## config.mk

```make
export PLATFORM = sky130hd
export DESIGN_NAME = sec_rloc30bits
export DESIGN_NICKNAME = d
export VERILOG_FILES = /design/src/rtl/sec_an_pkg.sv /design/src/rtl/sec_moddouble.sv /design/src/rtl/sec_rloc30bits.sv
export SDC_FILE = /design/constraint.sdc
export NUM_CORES = 1
export LEC_CHECK = 0
export CAP_MARGIN = 20
export CORE_MARGIN = 4
export CORE_UTILIZATION = 45
export CTS_CLUSTER_SIZE = 14
export DETAILED_ROUTE_END_ITERATION = 10
export GPL_TIMING_DRIVEN = 1
export MAX_ROUTING_LAYER = met4
export SLEW_MARGIN = 20
export SYNTH_ARGS = -nofsm -noshare
export SYNTH_HDL_FRONTEND = slang
export SYNTH_HIERARCHICAL = 1
export SYNTH_SLANG_ARGS = --single-unit
```

## constraint.sdc

```tcl
create_clock -name clk -period 8.34 [get_ports clk]
set_input_delay 0.834 -clock clk [delete_from_list [all_inputs] [get_ports clk]]
set_output_delay 0.834 -clock clk [all_outputs]
set_load 0.005 [all_outputs]
```

## src/rtl/sec_an_pkg.sv

```systemverilog
// sec_an_pkg: constants, FSM state type and helpers for the A=18613 AN-code location search
package sec_an_pkg;
  localparam int unsigned A = 18613;
  localparam int W = 15;
  localparam int LW = 7;
  localparam int NLOC = 45;
  typedef enum logic {IDLE, SEARCH} state_t;
  // Negative image of a residue: the remainder left by an error of -2^(i-1) when +2^(i-1) leaves p
  function automatic logic [W-1:0] neg_img(input logic [W-1:0] p);
    return W'(A) - p;
  endfunction
endpackage

```

## src/rtl/sec_moddouble.sv

```systemverilog
// sec_moddouble: combinational modular doubling p -> 2p mod A for a residue p < A
module sec_moddouble #(
  parameter int unsigned A = 18613,
  parameter int W = 15
) (
  input  logic [W-1:0] i_p,
  output logic [W-1:0] o_p2
);
  logic [W:0] w_t;
  assign w_t = {i_p, 1'b0};
  // 2p < 2A, so a single conditional subtract brings it back into range
  assign o_p2 = (w_t >= (W+1)'(A)) ? W'(w_t - (W+1)'(A)) : w_t[W-1:0];
endmodule

```

## src/rtl/sec_rloc30bits.sv

```systemverilog
// sec_rloc30bits: sequential remainder-to-signed-error-location search, one magnitude per cycle
module sec_rloc30bits
  import sec_an_pkg::*;
(
  input  logic                 clk,
  input  logic                 rst,
  input  logic                 start,
  input  logic [W-1:0]         r,
  output logic                 busy,
  output logic                 done,
  output logic signed [LW-1:0] l,
  output logic                 corr,
  output logic                 unc
);
  state_t              r_state;
  logic [W-1:0]        r_rq;
  logic [W-1:0]        r_p;
  logic [5:0]          r_i;
  logic                r_busy;
  logic                r_done;
  logic signed [LW-1:0] r_l;
  logic                r_corr;
  logic                r_unc;
  logic [W-1:0]        w_n;
  logic [W-1:0]        w_p2;
  logic                w_zero;
  logic                w_big;
  logic                w_hit_p;
  logic                w_hit_n;
  logic                w_last;
  logic                w_fin;
  logic signed [LW-1:0] w_iv;
  logic signed [LW-1:0] w_l;
  logic                w_unc;
  sec_moddouble #(.A(A), .W(W)) u_dbl (.i_p(r_p), .o_p2(w_p2));
  assign w_n = neg_img(r_p);
  assign w_iv = LW'(r_i);
  // p is never 0 (A is odd) and n lies in 1..A-1, so zero/out-of-range cases cannot also hit
  always_comb begin
    w_zero  = r_rq == '0;
    w_big   = (r_i == 6'd1) && (r_rq >= W'(A));
    w_hit_p = r_rq == r_p;
    w_hit_n = r_rq == w_n;
    w_last  = r_i == 6'(NLOC);
    w_fin   = w_zero | w_big | w_hit_p | w_hit_n | w_last;
    w_l     = w_hit_p ? w_iv : w_hit_n ? -w_iv : '0;
    w_unc   = w_big | (w_last & ~w_zero & ~w_hit_p & ~w_hit_n);
  end
  // Search FSM: capture on start, step the doubling each cycle, register the result on finish
  always_ff @(posedge clk or posedge rst) begin
    if (rst) begin
      r_state <= IDLE;
      r_rq    <= '0;
      r_p     <= '0;
      r_i     <= '0;
      r_busy  <= 1'b0;
      r_done  <= 1'b0;
      r_l     <= '0;
      r_corr  <= 1'b0;
      r_unc   <= 1'b0;
    end else begin
      r_done <= 1'b0;
      if (r_state == IDLE) begin
        if (start) begin
          r_rq    <= r;
          r_i     <= 6'd1;
          r_p     <= W'(1);
          r_busy  <= 1'b1;
          r_state <= SEARCH;
        end
      end else if (w_fin) begin
        r_l     <= w_l;
        r_corr  <= w_hit_p | w_hit_n;
        r_unc   <= w_unc;
        r_done  <= 1'b1;
        r_busy  <= 1'b0;
        r_state <= IDLE;
      end else begin
        r_i <= r_i + 6'd1;
        r_p <= w_p2;
      end
    end
  end
  assign busy = r_busy;
  assign done = r_done;
  assign l    = r_l;
  assign corr = r_corr;
  assign unc  = r_unc;
endmodule

```

==> impl_metrics.ini <==
[cells_and_area]
area_delta_synth_final_pct = 12.7
antennaDiodeCount = 0
layout-drive-gt1-share_pct = 10.6
layout.nets = 391

[clock_tree]
cts_made_buffers = 5
ctsHoldBuffers = 0
cts_root_buffer = clkbuf_8
clkTransAtPathRegs_ps = 100
cts_tree = built
clock_latency_ps = 310
postCtsSetupRepairBufs = 0
numClockSinks = 48
ctsResizeCount = 0
clockBufferDepth = 2
htreeDepth = 2

[sta]
slew_violations = 0
slew_headroom_pct = 43.7
worst_slew_pin_slew_ps = 845
hold_violations = 0
finalSetupViolations = 0
tns_ps = 0
fmax_mhz = 307
fin_crit_ps = 3250
period_share_pct = 39.0
rsz0062_at_grt = no
finClkSkew_ps = 8.33

[logic_synthesis]
ys_ff_latch = 48
synth_cells = 351
synth_cell_types = 60
synth_enable_flop_cells = 0
seq_area_frac_synth_pct = 37.1
yosysWarnings = 6
syn-cell-area_mm2 = 0.00324
synth.avg_cell_area_um2 = 9.22
ys.flop_type = dfrtp_1
synth_fp_nets = 374
synthArstFlopShare_pct = 100

[die]
die_area_mm2 = 0.00861
die_x_um = 92.8
core_mm2 = 0.00691
initial_core_util_pct = 46.9
io_pins = 29
fp-row-count = 30
die_h_um = 92.8

[run]
drv_cap = 0

[global_routing]
antenna_found_initial = 0
grtUsageTotal_pct = 18.2
grt.overflow.total = 0
grt_pass1_wl_um = 12100
grt_pass1_vias = 2315
grt_max_degree = 49

[placed_design]
place_congestion = 0.950
dp_hpwl_um = 5220
port_buffers = 28

[critical_path]
cp-end-kind = flip-flop
worstSetupPathType = flip-flop to flip-flop
path_cells = ha_1, o211a_1, or2_1, and3_1, or4_1, nor4_2, buf_4, or2_2, mux2i_1
required_ps = 8570
cpMaxStageDelayCell = or2_2
critPathMaxStageDelay_ps = 520
arrival_ps = 3480
start_kind = flip-flop
cp_max_fo = 21

[routing]
vias_per_cell = 5.39
detail_route.iter0.violations = 208
vias = 2505
antenna_left = 0
drc = 0
firstDrtPassIters = 4
drt_wl_total_um = 7140
wl_per_cell_um = 15.4

[hold_path]
hold_class = flip-flop to flip-flop

[power]
seqPwrFrac_pct = 34.5
pwr-share-comb_pct = 53.9
p_switching_uw = 701
power.density_mw_per_mm2 = 421
finalPower_mw = 1.53
p_int_uw = 834
p_sw_share_pct = 45.7
pwr-share-clk_pct = 11.6
leakage_nw = 1.58
peakVddDrop_mv = 0.148

[status]
status = completed
## state kept, by name, summed over array words and instances, names as in the netlist
name / cells
done: 1
r_p: 15
r_i: 6
unc: 1
r_state: 1
r_rq: 15
busy: 1
corr: 1
l: 7
## critical path, delay by kind of cell, from the launching register on
family                     cells  cell delay, ps
and+or+nand+nor                5            1630
muxes                          1             260
buffers and inverters          1             230
DFF                            1             490
adders and majority gates      1             280
AOI/OAI and AO/OA              1             270
## metrics by stage
stage / utilization, % / instances / setup WS (ps) / hold slack (ps) / instance area, um2
after floorplan: - / 351 / 5530 / 483 / 3240
after global placement: 51.1 / 457 / 4740 / 471 / 3530
after detailed placement: 51.1 / 457 / 4720 / 478 / 3530
after CTS: 52.8 / 465 / 4700 / 502 / 3650
after global routing: 52.8 / 465 / 4810 / 537 / 3650
final: 52.8 / 465 / 5090 / 496 / 3650
## path summary, 6_finish.rpt
path / start / end / slack (ps) / depth (start not counted)
setup / recovery: r_p[2] / r_p[3] / 5090 / 9
hold / removal: l[1] / l[1] / 500 / 1
setup reg to reg: r_p[2] / r_p[3] / 5090 / 9
hold reg to reg: l[1] / l[1] / 500 / 1
max in group asynchronous: rst / r_p[3] / 6840 / 2
min in group asynchronous: rst / corr / 970 / 2
## area by class of cell
class	instances	area, um2
fill	684	3260
inverter	35	133
multi-input combinational	248	1780
tap	96	120
timing repair buffer	30	295
clock inverter	3	46.3
clock buffer	5	68.8
sequential	48	1200
## metal layers
metal  track usage [%]  wire (um)  up-vias
met5                 -          0        -
met4              5.25         93        0
met3              2.76        260        8
met2              26.1       3110       65
met1              26.6       3670     1181
li1                  -          -     1251
## Yosys cell counts (3+ instances only)
cell type	count	area, um2
ha_1	5	62.6
o22ai_1	5	31.3
nor3_1	4	20.0
dfrtp_1	48	1200
a21oi_1	14	70.1
mux2_2	16	180
or3_1	4	25.0
xnor2_1	24	210
a21o_1	4	30.0
xor2_1	13	114
buf_6	4	45.0
o211ai_1	6	45.0
o221ai_1	3	26.3
nand2_1	32	120
nand2b_1	3	18.8
nand4_1	3	18.8
nor2_1	18	67.6
and3_1	4	25.0
inv_1	35	131
clkbuf_1	8	30.0
o21ai_0	11	55.1
nor4_1	7	43.8
and2_1	3	18.8
mux2i_1	16	160
nand3_1	9	45.0
or4_1	6	45.0
buf_4	3	22.5
## placed cells by master, fill, tap and decap left out, types with 2 or more instances in the layout
| cell type | netlist | final |
|---|---|---|
| dfrtp_1 | 48 | 48 |
| inv_1 | 35 | 34 |
| nand2_1 | 32 | 32 |
| clkdlybuf4s50_1 | 0 | 28 |
| xnor2_1 | 24 | 24 |
| nor2_1 | 18 | 18 |
| mux2i_1 | 16 | 16 |
| mux2_2 | 16 | 16 |
| a21oi_1 | 14 | 14 |
| xor2_1 | 13 | 13 |
| o21ai_0 | 11 | 11 |
| nand3_1 | 9 | 9 |
| nor4_1 | 7 | 7 |
| or4_1 | 6 | 6 |
| o211ai_1 | 6 | 6 |
| o22ai_1 | 5 | 5 |
| ha_1 | 5 | 5 |
| clkbuf_8 | 0 | 5 |
| or3_1 | 4 | 4 |
| and3_1 | 4 | 4 |
| nor3_1 | 4 | 4 |
| a21o_1 | 4 | 4 |
| and2_1 | 3 | 3 |
| or2_2 | 2 | 3 |
| nand4_1 | 3 | 3 |
| nand2b_1 | 3 | 3 |
| o221ai_1 | 3 | 3 |
| nand3b_1 | 2 | 2 |
| a22o_1 | 2 | 2 |
| a211oi_1 | 2 | 2 |
| a31oi_1 | 2 | 2 |
| mux2_4 | 2 | 2 |
| buf_4 | 3 | 2 |
| a211o_1 | 2 | 2 |
## power by group through the flow
stage               registers (mW)  clock network [mW]  logic (mW)
finish                       0.530               0.178       0.827
global route                 0.555               0.195       0.931
CTS                          0.528               0.184       0.833
detailed placement           0.532                   0       0.827
global placement             0.532                   0       0.821
floorplan                    0.440                   0       0.756
## logic make-up (layout without fill, tap and decap cells)
family	count (synthesis)	in the layout	share of synthesized area, %
multiplexers	35	35	11.8
adder cells (fa/ha/maj)	5	5	1.93
buffers and inverters	55	73	7.77
flip-flops	48	48	37.1
AO/OA/AOI/OAI	64	64	13.9
XOR/XNOR	37	37	10.0
AND/OR/NAND/NOR	107	107	17.5
Note: power is estimated with default switching activity, not from simulation.
